### src/rtl/evenodd_stream_classifier.sv
// evenodd_stream_classifier
// Tags each accepted word as even or odd under a selectable mode and forwards
// it through one output register stage with a valid/ready handshake. It also
// keeps saturating per-class counters and flags runs of same-class words
// accepted under an unchanged mode.
module evenodd_stream_classifier #(
  parameter int DATA_W  = 8,
  parameter int CNT_W   = 16,
  parameter int RUN_LEN = 4
) (
  input  logic              clk,
  input  logic              reset,
  input  logic [1:0]        mode,
  input  logic              in_valid,
  output logic              in_ready,
  input  logic [DATA_W-1:0] data_in,
  output logic              out_valid,
  input  logic              out_ready,
  output logic [DATA_W-1:0] out_data,
  output logic              even,
  output logic              odd,
  output logic              run_hit,
  input  logic              clr_cnt,
  output logic [CNT_W-1:0]  even_cnt,
  output logic [CNT_W-1:0]  odd_cnt
);

  // Run length only needs to count up to RUN_LEN; it saturates there.
  localparam int RW = $clog2(RUN_LEN + 1);
  localparam logic [RW-1:0]    RUN_MAX = RW'(RUN_LEN);
  localparam logic [CNT_W-1:0] CNT_MAX = '1;

  typedef enum logic [1:0] {
    IDLE     = 2'd0,
    RUN_EVEN = 2'd1,
    RUN_ODD  = 2'd2
  } run_state_t;

  run_state_t       r_state;
  run_state_t       w_state_next;
  logic [RW-1:0]    r_run_cnt;
  logic [RW-1:0]    w_run_cnt_next;
  logic [1:0]       r_prev_mode;
  logic             r_out_valid;
  logic [DATA_W-1:0] r_out_data;
  logic             r_odd;
  logic             r_run_hit;
  logic [CNT_W-1:0] r_even_cnt;
  logic [CNT_W-1:0] r_odd_cnt;
  logic [CNT_W-1:0] w_even_cnt_next;
  logic [CNT_W-1:0] w_odd_cnt_next;
  logic             w_accept;
  logic             w_odd;
  logic             w_same_run;

  // Ready is withheld during reset so nothing is accepted into a stage being cleared.
  assign in_ready = !reset && (!r_out_valid || out_ready);
  assign w_accept = in_valid && in_ready;

  // Classify the incoming word under the current mode; mode 11 falls back to LSB parity.
  always_comb begin
    w_odd = data_in[0];
    case (mode)
      2'b01:   w_odd = ^data_in;
      2'b10:   w_odd = |data_in[1:0];
      default: w_odd = data_in[0];
    endcase
  end

  // Run tracking next state: extend on same class and mode, otherwise restart at 1.
  always_comb begin
    w_state_next   = r_state;
    w_run_cnt_next = r_run_cnt;
    w_same_run     = ((r_state == RUN_ODD) && w_odd) || ((r_state == RUN_EVEN) && !w_odd);
    if (w_accept) begin
      if (w_same_run && (mode == r_prev_mode)) begin
        if (r_run_cnt != RUN_MAX) begin
          w_run_cnt_next = r_run_cnt + RW'(1);
        end
      end else begin
        w_state_next   = w_odd ? RUN_ODD : RUN_EVEN;
        w_run_cnt_next = RW'(1);
      end
    end
  end

  // Run state register; clr_cnt deliberately has no influence here.
  always_ff @(posedge clk or posedge reset) begin
    if (reset) begin
      r_state     <= IDLE;
      r_run_cnt   <= '0;
      r_prev_mode <= 2'b00;
    end else begin
      r_state   <= w_state_next;
      r_run_cnt <= w_run_cnt_next;
      if (w_accept) begin
        r_prev_mode <= mode;
      end
    end
  end

  // Output stage: load on accept, drop valid on a consume with no new word.
  always_ff @(posedge clk or posedge reset) begin
    if (reset) begin
      r_out_valid <= 1'b0;
      r_out_data  <= '0;
      r_odd       <= 1'b0;
      r_run_hit   <= 1'b0;
    end else if (w_accept) begin
      r_out_valid <= 1'b1;
      r_out_data  <= data_in;
      r_odd       <= w_odd;
      r_run_hit   <= (w_run_cnt_next >= RUN_MAX);
    end else if (out_ready) begin
      r_out_valid <= 1'b0;
    end
  end

  // Counter next values: clear first, then the accepted class counts from there.
  always_comb begin
    w_even_cnt_next = clr_cnt ? '0 : r_even_cnt;
    w_odd_cnt_next  = clr_cnt ? '0 : r_odd_cnt;
    if (w_accept) begin
      if (w_odd) begin
        if (w_odd_cnt_next != CNT_MAX) begin
          w_odd_cnt_next = w_odd_cnt_next + CNT_W'(1);
        end
      end else begin
        if (w_even_cnt_next != CNT_MAX) begin
          w_even_cnt_next = w_even_cnt_next + CNT_W'(1);
        end
      end
    end
  end

  // Counter registers.
  always_ff @(posedge clk or posedge reset) begin
    if (reset) begin
      r_even_cnt <= '0;
      r_odd_cnt  <= '0;
    end else begin
      r_even_cnt <= w_even_cnt_next;
      r_odd_cnt  <= w_odd_cnt_next;
    end
  end

  assign out_valid = r_out_valid;
  assign out_data  = r_out_data;
  assign odd       = r_odd;
  // Before the first beat both tags read 0, matching the reset state of the stage.
  assign even      = r_out_valid ? !r_odd : (r_state != IDLE) && !r_odd;
  assign run_hit   = r_run_hit;
  assign even_cnt  = r_even_cnt;
  assign odd_cnt   = r_odd_cnt;

endmodule

### config.mk
export PLATFORM = sky130hd
export DESIGN_NAME = evenodd_stream_classifier
export DESIGN_NICKNAME = d
export VERILOG_FILES = /design/src/rtl/evenodd_stream_classifier.sv
export SDC_FILE = /design/constraint.sdc
export NUM_CORES = 1
export LEC_CHECK = 0
export BUFFER_PORTS_ARGS = -buffer_cell sky130_fd_sc_hd__buf_2
export CORE_UTILIZATION = 40
export CTS_CLUSTER_SIZE = 24
export DETAILED_ROUTE_END_ITERATION = 16
export SLEW_MARGIN = 20
export SYNTH_ARGS = -nofsm -noshare
export SYNTH_HDL_FRONTEND = slang
export SYNTH_SLANG_ARGS = --single-unit
export TNS_END_PERCENT = 50
### constraint.sdc
create_clock -name clk -period 6.96 [get_ports clk]
set_clock_uncertainty 0.2 [all_clocks]
set_input_delay 0.696 -clock clk [delete_from_list [all_inputs] [get_ports clk]]
set_output_delay 0.696 -clock clk [all_outputs]
set_load 0.02 [all_outputs]
; After elaboration in Yosys (flattened, before gate mapping)
; Cells that the tools add are included.
[totals]
in_bits = 15
output_inout_bits = 45
regBits = 50
[op_classes]
n_reduce_logical = 17
n_mux = 16
add_sub_neg = 3
eq_ne = 8
n_lt_le_gt_ge = 1
bitwise_logic = 1
[op_table]
columns = cell, count
row1 = $mux W16, 8
row2 = $add A16 B1 Y16 const B, 2
row3 = $ne A16 B16 Y1 const B, 2
row4 = $mux W3, 3
row5 = $reduce_xor A8 Y1, 1
row6 = $logic_and A1 B1 Y1, 6
row7 = $eq A2 B1 Y1 const B, 2
row8 = $eq A2 B2 Y1 const B, 2
row9 = $logic_not A1 Y1, 4
row10 = $reduce_bool A2 Y1, 2
row11 = $add A3 B1 Y3 const B, 1
row12 = $ge A3 B3 Y1 const B, 1
row13 = $mux W1, 3
row14 = $ne A3 B3 Y1 const B, 1
row15 = $eq A2 B2 Y1, 1
row16 = $logic_or A1 B1 Y1, 2
row17 = $mux W2, 1
row18 = $pmux W1 S2, 1
row19 = $reduce_and A2 Y1, 1
row20 = $reduce_or A2 Y1, 1
row21 = $not A1 Y1, 1

; Longest topological paths before layout
; Gate-level depths: netlist of the first run.
[logic_depth]
ltp_word = 9
depth_mapped = 10
mapped_depth_nobuf = 7

; Worst setup path before layout of the first run
; No wires, ideal clock.
[synth_timing]
path_type = input-to-reg
from = in clr_cnt
to = reg r_odd_cnt[14], in the netlist odd_cnt[14]
t_required_ns = 6.682
setup_ns = 0.078
path_slack_ns = 3.857
stages = 9
t_arrival_ns = 2.825
path_cell_list = clkbuf_1 -> clkbuf_1 -> nor2b_1 -> ha_1 -> and3_1 -> nand3_1 -> or4b_2 -> or3_1 -> a21oi_1
[synth_between]
elab_chain_len = 5
[synth_lines]
columns = element, line_no
row1 = start: declaration, 23  ; input logic clr_cnt,
row2 = $mux W16 (*), 122  ; w_odd_cnt_next = clr_cnt ? '0 : r_odd_cnt;
row3 = $add A16 B1 Y16 or $ne A16 B16 Y1 (tied branches), "126, 125"
row4 = $mux W16, 125  ; if (w_odd_cnt_next != CNT_MAX) begin
row5 = $mux W16, 124  ; if (w_odd) begin
row6 = $mux W16 (*), 123  ; if (w_accept) begin
row7 = net w_odd_cnt_next[14], 51  ; logic [CNT_W-1:0] w_odd_cnt_next;
row8 = end signal: assignment, 143  ; r_odd_cnt <= w_odd_cnt_next;
row9 = end: declaration, 49  ; logic [CNT_W-1:0] r_odd_cnt;
; The timed path passes the listed nets; every way through them passes the cells marked *.
; A chain may end at the register's enable or synchronous reset.

; Worst setup path in the final report of the first run
; Same ends and word-level chain as after synthesis.

==> results of run 1 <==
[cell type report]
class,instances,area [µm²],share of cell area
Inverter,10,40.0,0.0121
Clock inverter,3,40.0,0.0121
Timing Repair Buffer,62,318,0.0961
Clock buffer,5,68.8,0.0208
Sequential cell,50,1250,0.378
Tap cell,96,120,0.0363
Multi-Input combinational cell,231,1470,0.444
[cells by family (layout without fill, tap and decap cells)]
group,after synthesis,after routing,synth area share
AND/OR/NAND/NOR,154,154,0.289
flip-flops,50,50,0.445
multiplexers,10,10,0.0396
XOR/XNOR,16,16,0.0596
buffers and inverters,23,80,0.0333
adder cells (fa/ha/maj),7,7,0.0311
AO/OA/AOI/OAI,44,44,0.103
[Yosys cell counts, drive strengths merged (4+ instances only)]
cell	instances	share of area
a21oi	11	0.020
and3	5	0.011
clkbuf	12	0.016
dfrtp	50	0.44
ha	7	0.031
inv	9	0.012
mux2	9	0.036
nand2	51	0.068
nand2b	4	0.0089
nand3	10	0.018
nand4	11	0.024
nor2	12	0.016
nor2b	17	0.038
nor3	10	0.018
nor4	11	0.024
o21ai	9	0.016
o31ai	10	0.027
or3	4	0.0089
or4	9	0.024
xnor2	8	0.025
xor2	6	0.019
[sequential cells by signal (all words and copies together) (netlist names), named ones only]
name,count
even_cnt,16
odd_cnt,16
out_data,8
r_prev_mode,2
r_state,2
odd,1
out_valid,1
r_run_cnt,1
run_hit,1
[cell usage in the layout, fill, tap and decap left out, types with 11 or more instances in the layout]
| cell | instances |
|---|---|
| a21oi_1 | 11 |
| nand4_1 | 11 |
| dfrtp_1 | 50 |
| buf_2 | 59 |
| nor2_1 | 12 |
| nor2b_1 | 17 |
| nor4_1 | 11 |
| nand2_1 | 51 |
[worst max-delay path, delay by kind of cell]
| family | cells | cell delay [ns] |
|---|---|---|
| adders and majority gates | 1 | 0.22 |
| and+or+nand+nor | 5 | 1.61 |
| buffers and inverters | 1 | 0.30 |
| AOI/OAI and AO/OA | 1 | 0.14 |
[per-layer routing]
metal | up-vias | GRT usage
met5 | - | 0
li1 | 1213 | -
met1 | 1192 | 0.252
met2 | 56 | 0.298
met3 | 2 | 0.0423
met4 | 0 | 0.0561
[through the flow]
stage          power (mW)  std cells  hold slack (ns)  utilization
3_3_place_gp        0.446        449            0.256        0.470
6_report            0.645        457            0.281        0.487
3_5_place_dp        0.448        449            0.260        0.471
4_1_cts             0.656        457            0.291        0.487
5_1_grt             0.682        457            0.310        0.487
2_1_floorplan       0.410        304            0.269            -
[how the worst max path moves through the flow]
stage                       start          end  slack [ns]  cells past startpoint
after floorplan           clr_cnt  odd_cnt[14]        3.86                      9
after global placement    clr_cnt  odd_cnt[14]        3.77                      8
after detailed placement  clr_cnt  odd_cnt[14]        3.73                      8
after CTS                 clr_cnt  odd_cnt[14]        4.05                      8
after global routing      clr_cnt  odd_cnt[14]        3.88                      8
final                     clr_cnt  odd_cnt[14]        4.02                      8
[power by group]
group / total (mW) / switching [mW] / internal (mW)
registers: 0.325 / 0.0146 / 0.310
logic: 0.115 / 0.0735 / 0.0417
clock network: 0.205 / 0.0989 / 0.106
==> reports/metrics.cfg, run 1 <==
[detailed_routing]
num_vias = 2463
firstDrtPassIters = 4
drt_iter0_markers = 118
drt_wl_total_mm = 6.35
wl_met1_mm = 3.12
detail-route-antenna-nets = 0
drc = 0
wl_per_cell_um = 13.9
routed.top_layer = met4
wl_met2_mm = 2.97
drt-vias-per-instance = 5.39
wl_met3_um = 228

[global_route]
grt_start_max_net_pins = 51
track_usage = 0.186
grt.overflow.total = 0
first_global_vias = 2301
antenna_found_initial = 0
grt_pass1_wl_mm = 10.8

[logic_synthesis]
synth_seq_cells = 50
synth_area_um2 = 2810
synth-warning-count = 0
yosysSeqAreaShare = 0.445
synthArstFlopShare = 1.00
syn_nets = 326
synth_ff_type = dfrtp_1
yosysUniqueCellTypes = 46
synth_edf_count = 0
syn_inst = 304
syn_area_per_cell_um2 = 9.26

[clock_tree]
clockBufferDepth = 2
cts_tree = yes
clk_pin_slew_ns = 0.10
post-cts-setup-buffers = 0
clkSinkCount = 50
cts_buffers = 5
ctsHoldBuffers = 0
h-tree-depth = 2
ctsResizeCount = 0
root_buffer = clkbuf_8
insertion_delay_ns = 0.30

[job]
maxCapViolCount = 0

[min_path]
min_from = out_data[6]
hp-class = reg -> reg
min_path_cells = 2
min_to = out_data[6]

[timing]
max_freq_ghz = 0.340
fin_crit_sh = 0.423
slew_violations = 0
worstMarginPinSlew_ns = 0.753
hold_violations = 0
relSlewSlack = 0.497
fin_ws_ns = 4.02
rsz0062_at_grt = false
min_period_ns = 2.94
tns_ns = 0
setup_violations = 0

[layout]
final_nets = 382
fill_cells = 665
area_delta_synth_final_pct = 17.5
diodes = 0
final_layout_size_suffix_gt1_frac = 0.230
final_area_um2 = 3310

[die]
start_util = 0.414
io_pins = 60
die_height_um = 85.9
die-width_um = 85.9
core-area_um2 = 6790
dieArea_um2 = 7370
num_rows = 30

[worst_setup_path]
crit_chain = buf_2 -> nor2b_1 -> ha_1 -> and3_1 -> nand3_1 -> or4b_2 -> or3_1 -> a21oi_1
reg2regPathDepth = 5
end_kind = register
worst_path_max_delay_cell = or4b_2
worst_path_largest_cell_delay_ns = 0.68
rr_startpoint = out_valid
arrival_ns = 2.97
critical_path_class = in -> reg
worstReg2RegEnd = odd_cnt[4]
rrSetupSlack_ns = 4.35
cp-start-kind = primary input
crit_path_max_fanout = 35
worstPathRequired_ns = 6.99

[place]
place_hpwl_mm = 4.40
io_buffers = 59
globalplace.congestion = 0.807
dpl_cell_area_um2 = 3200
post-place-ws_ns = 3.73

[outcome]
status = complete, no violations

[power_and_ir_drop]
p_leak_nw = 1.56
ir_drop_v = 0.0000891
power_density_nw_per_um2 = 195

Power figures use the tool's default switching activity.
==> run 2, diff against run 1 <==
==> constraint.sdc (replaced) <==
create_clock -name clk -period 2.4 [get_ports clk]
set_clock_uncertainty 0.2 [all_clocks]
set_input_delay 0.24 -clock clk [delete_from_list [all_inputs] [get_ports clk]]
set_output_delay 0.24 -clock clk [all_outputs]
set_load 0.02 [all_outputs]
==> run 2 against run 1 <==
Power grew to 2.9 times the previous value; sequential power grew to 2.9 times the previous value; non-clock buffer count is 38 higher; clock power grew to 2.6 times the previous value; count of clock-buffer cells in the layout stayed put; largest power group unchanged.
==> reports/metrics.cfg, run 2 (synthesis gave the netlist of run 1 again) <==
[outcome]
status = complete, no violations

[place]
place_hpwl_mm = 4.90
globalplace.congestion = 0.823
io_buffers = 59
dpl_cell_area_um2 = 3440
dpl.cell_count = 477
post-place-ws_ns = -0.116

[layout]
regArea_um2 = 1250
final_layout_size_suffix_gt1_frac = 0.301
diodes = 0
final_cells = 495
final_area_um2 = 3670
multi_input_area_um2 = 1530
fill_cells = 655
area_delta_synth_final_pct = 30.5
final_cell_mix = buf_2 (59), nand2_1 (51), dfrtp_1 (50)
final_nets = 420
mostFrequentLayoutCell = buf_2
post-route-util = 0.540

[worst_setup_path]
reg2regPathDepth = 7
arrival_ns = 2.41
setup.worst_path.end = odd_cnt[7]
worst_path_largest_cell_delay_ns = 0.55
worstPathRequired_ns = 2.45
critical_path_class = in -> reg
rrSetupSlack_ns = 0.13
cp-start-kind = primary input
worst_path_max_delay_cell = dlygate4sd3_1
crit_path_max_fanout = 19
end_kind = register
rr_startpoint = odd_cnt[1]
worstReg2RegEnd = odd_cnt[14]
critPathLaunch = data_in[6]
crit_chain = dlygate4sd3_1 -> buf_2 -> xor2_1 -> xnor3_2 -> o22a_4 -> or4_1 -> a21oi_1

[global_route]
antenna_found_initial = 0
grt.overflow.total = 0
grt_start_max_net_pins = 25
first_global_vias = 2477
grt_pass1_wl_mm = 11.7
track_usage = 0.202

[detailed_routing]
firstDrtPassIters = 4
detail-route-antenna-nets = 0
drt_iter0_markers = 81
num_vias = 2612
wl_per_cell_um = 14.0
drt_wl_total_mm = 6.95
drc = 0
drt-vias-per-instance = 5.28

[timing]
fin_ws_ns = 0.0371
setup_violations = 0
max_freq_ghz = 0.423
fin_crit_sh = 0.985
min_period_ns = 2.36
holdWs_ns = 0.0112
rsz0062_at_grt = false
worstMarginPinSlew_ns = 0.530
relSlewSlack = 0.646
slew_violations = 0
tns_ns = 0
hold_violations = 0

[power_and_ir_drop]
ir_drop_v = 0.000236
p_total_mw = 1.88
power_density_nw_per_um2 = 511
p_leak_nw = 1.73

[clock_tree]
root_buffer = clkbuf_8
post-cts-setup-buffers = 0
cts_buffers = 5
cts_tree = yes
insertion_delay_ns = 0.32
clkSinkCount = 50
clk_pin_slew_ns = 0.11
h-tree-depth = 2
clockBufferDepth = 2

[job]
maxCapViolCount = 0

[die]
io_pins = 60
dieArea_um2 = 7370
die-width_um = 85.9
die_height_um = 85.9
core-area_um2 = 6790
num_rows = 30
start_util = 0.414

[min_path]
min_from = data_in[0]
hp-class = in -> reg

run 2: cell types whose count changed in the layout (fill, tap and decap cells not counted), sizes merged:
cell and change:
inv +1, bufinv -1, clkinvlp +1, clkinv -1, dlygate4sd3 +10, buf +28
run 2: cell type report:
cell class,count,share of cell area
multi-input combinational,231,0.416
timing repair buffer,100,0.175
sequential,50,0.341
tap,96,0.0327
inverter,10,0.0102
clock buffer,5,0.0187
clock inverter,3,0.00682
run 2: routing by layer:
metal / wire length, µm / global-route usage / vias up
li1: - / - / 1288
met1: 3340 / 0.271 / 1252
met2: 3260 / 0.333 / 62
met3: 248 / 0.0385 / 10
met4: 100 / 0.0545 / 0
met5: 0 / 0 / -
run 2: repair_timing:
item	4_1_cts	5_1_grt
hold buffers	10	0
setup endpoints to repair	0	13
resized for setup	0	7
endpoints found under the hold margin	31	0
run 2: worst min-delay path by stage:
stage,endpoint,slack [ns],cells past startpoint
finish,out_data[0],0.01,3
global route,odd_cnt[4],0.02,2
CTS,out_data[0],0.0002,3
detailed placement,even_cnt[0],0.14,2
global placement,even_cnt[1],0.14,2
floorplan,out_data[2],0.15,2
run 2: report_power, final:
| group | switching (mW) | total [mW] | internal (mW) | leakage (nW) |
|---|---|---|---|---|
| clock | 0.323 | 0.535 | 0.211 | 0.0447 |
| combinational | 0.232 | 0.401 | 0.168 | 1.02 |
| sequential | 0.0403 | 0.940 | 0.900 | 0.667 |
run 2: critical path, delay by kind of cell:
| family | cells | cell delay (ns) |
|---|---|---|
| simple gates | 1 | 0.52 |
| compound gates | 2 | 0.49 |
| buf+inv | 2 | 0.69 |
| xor+xnor | 2 | 0.46 |
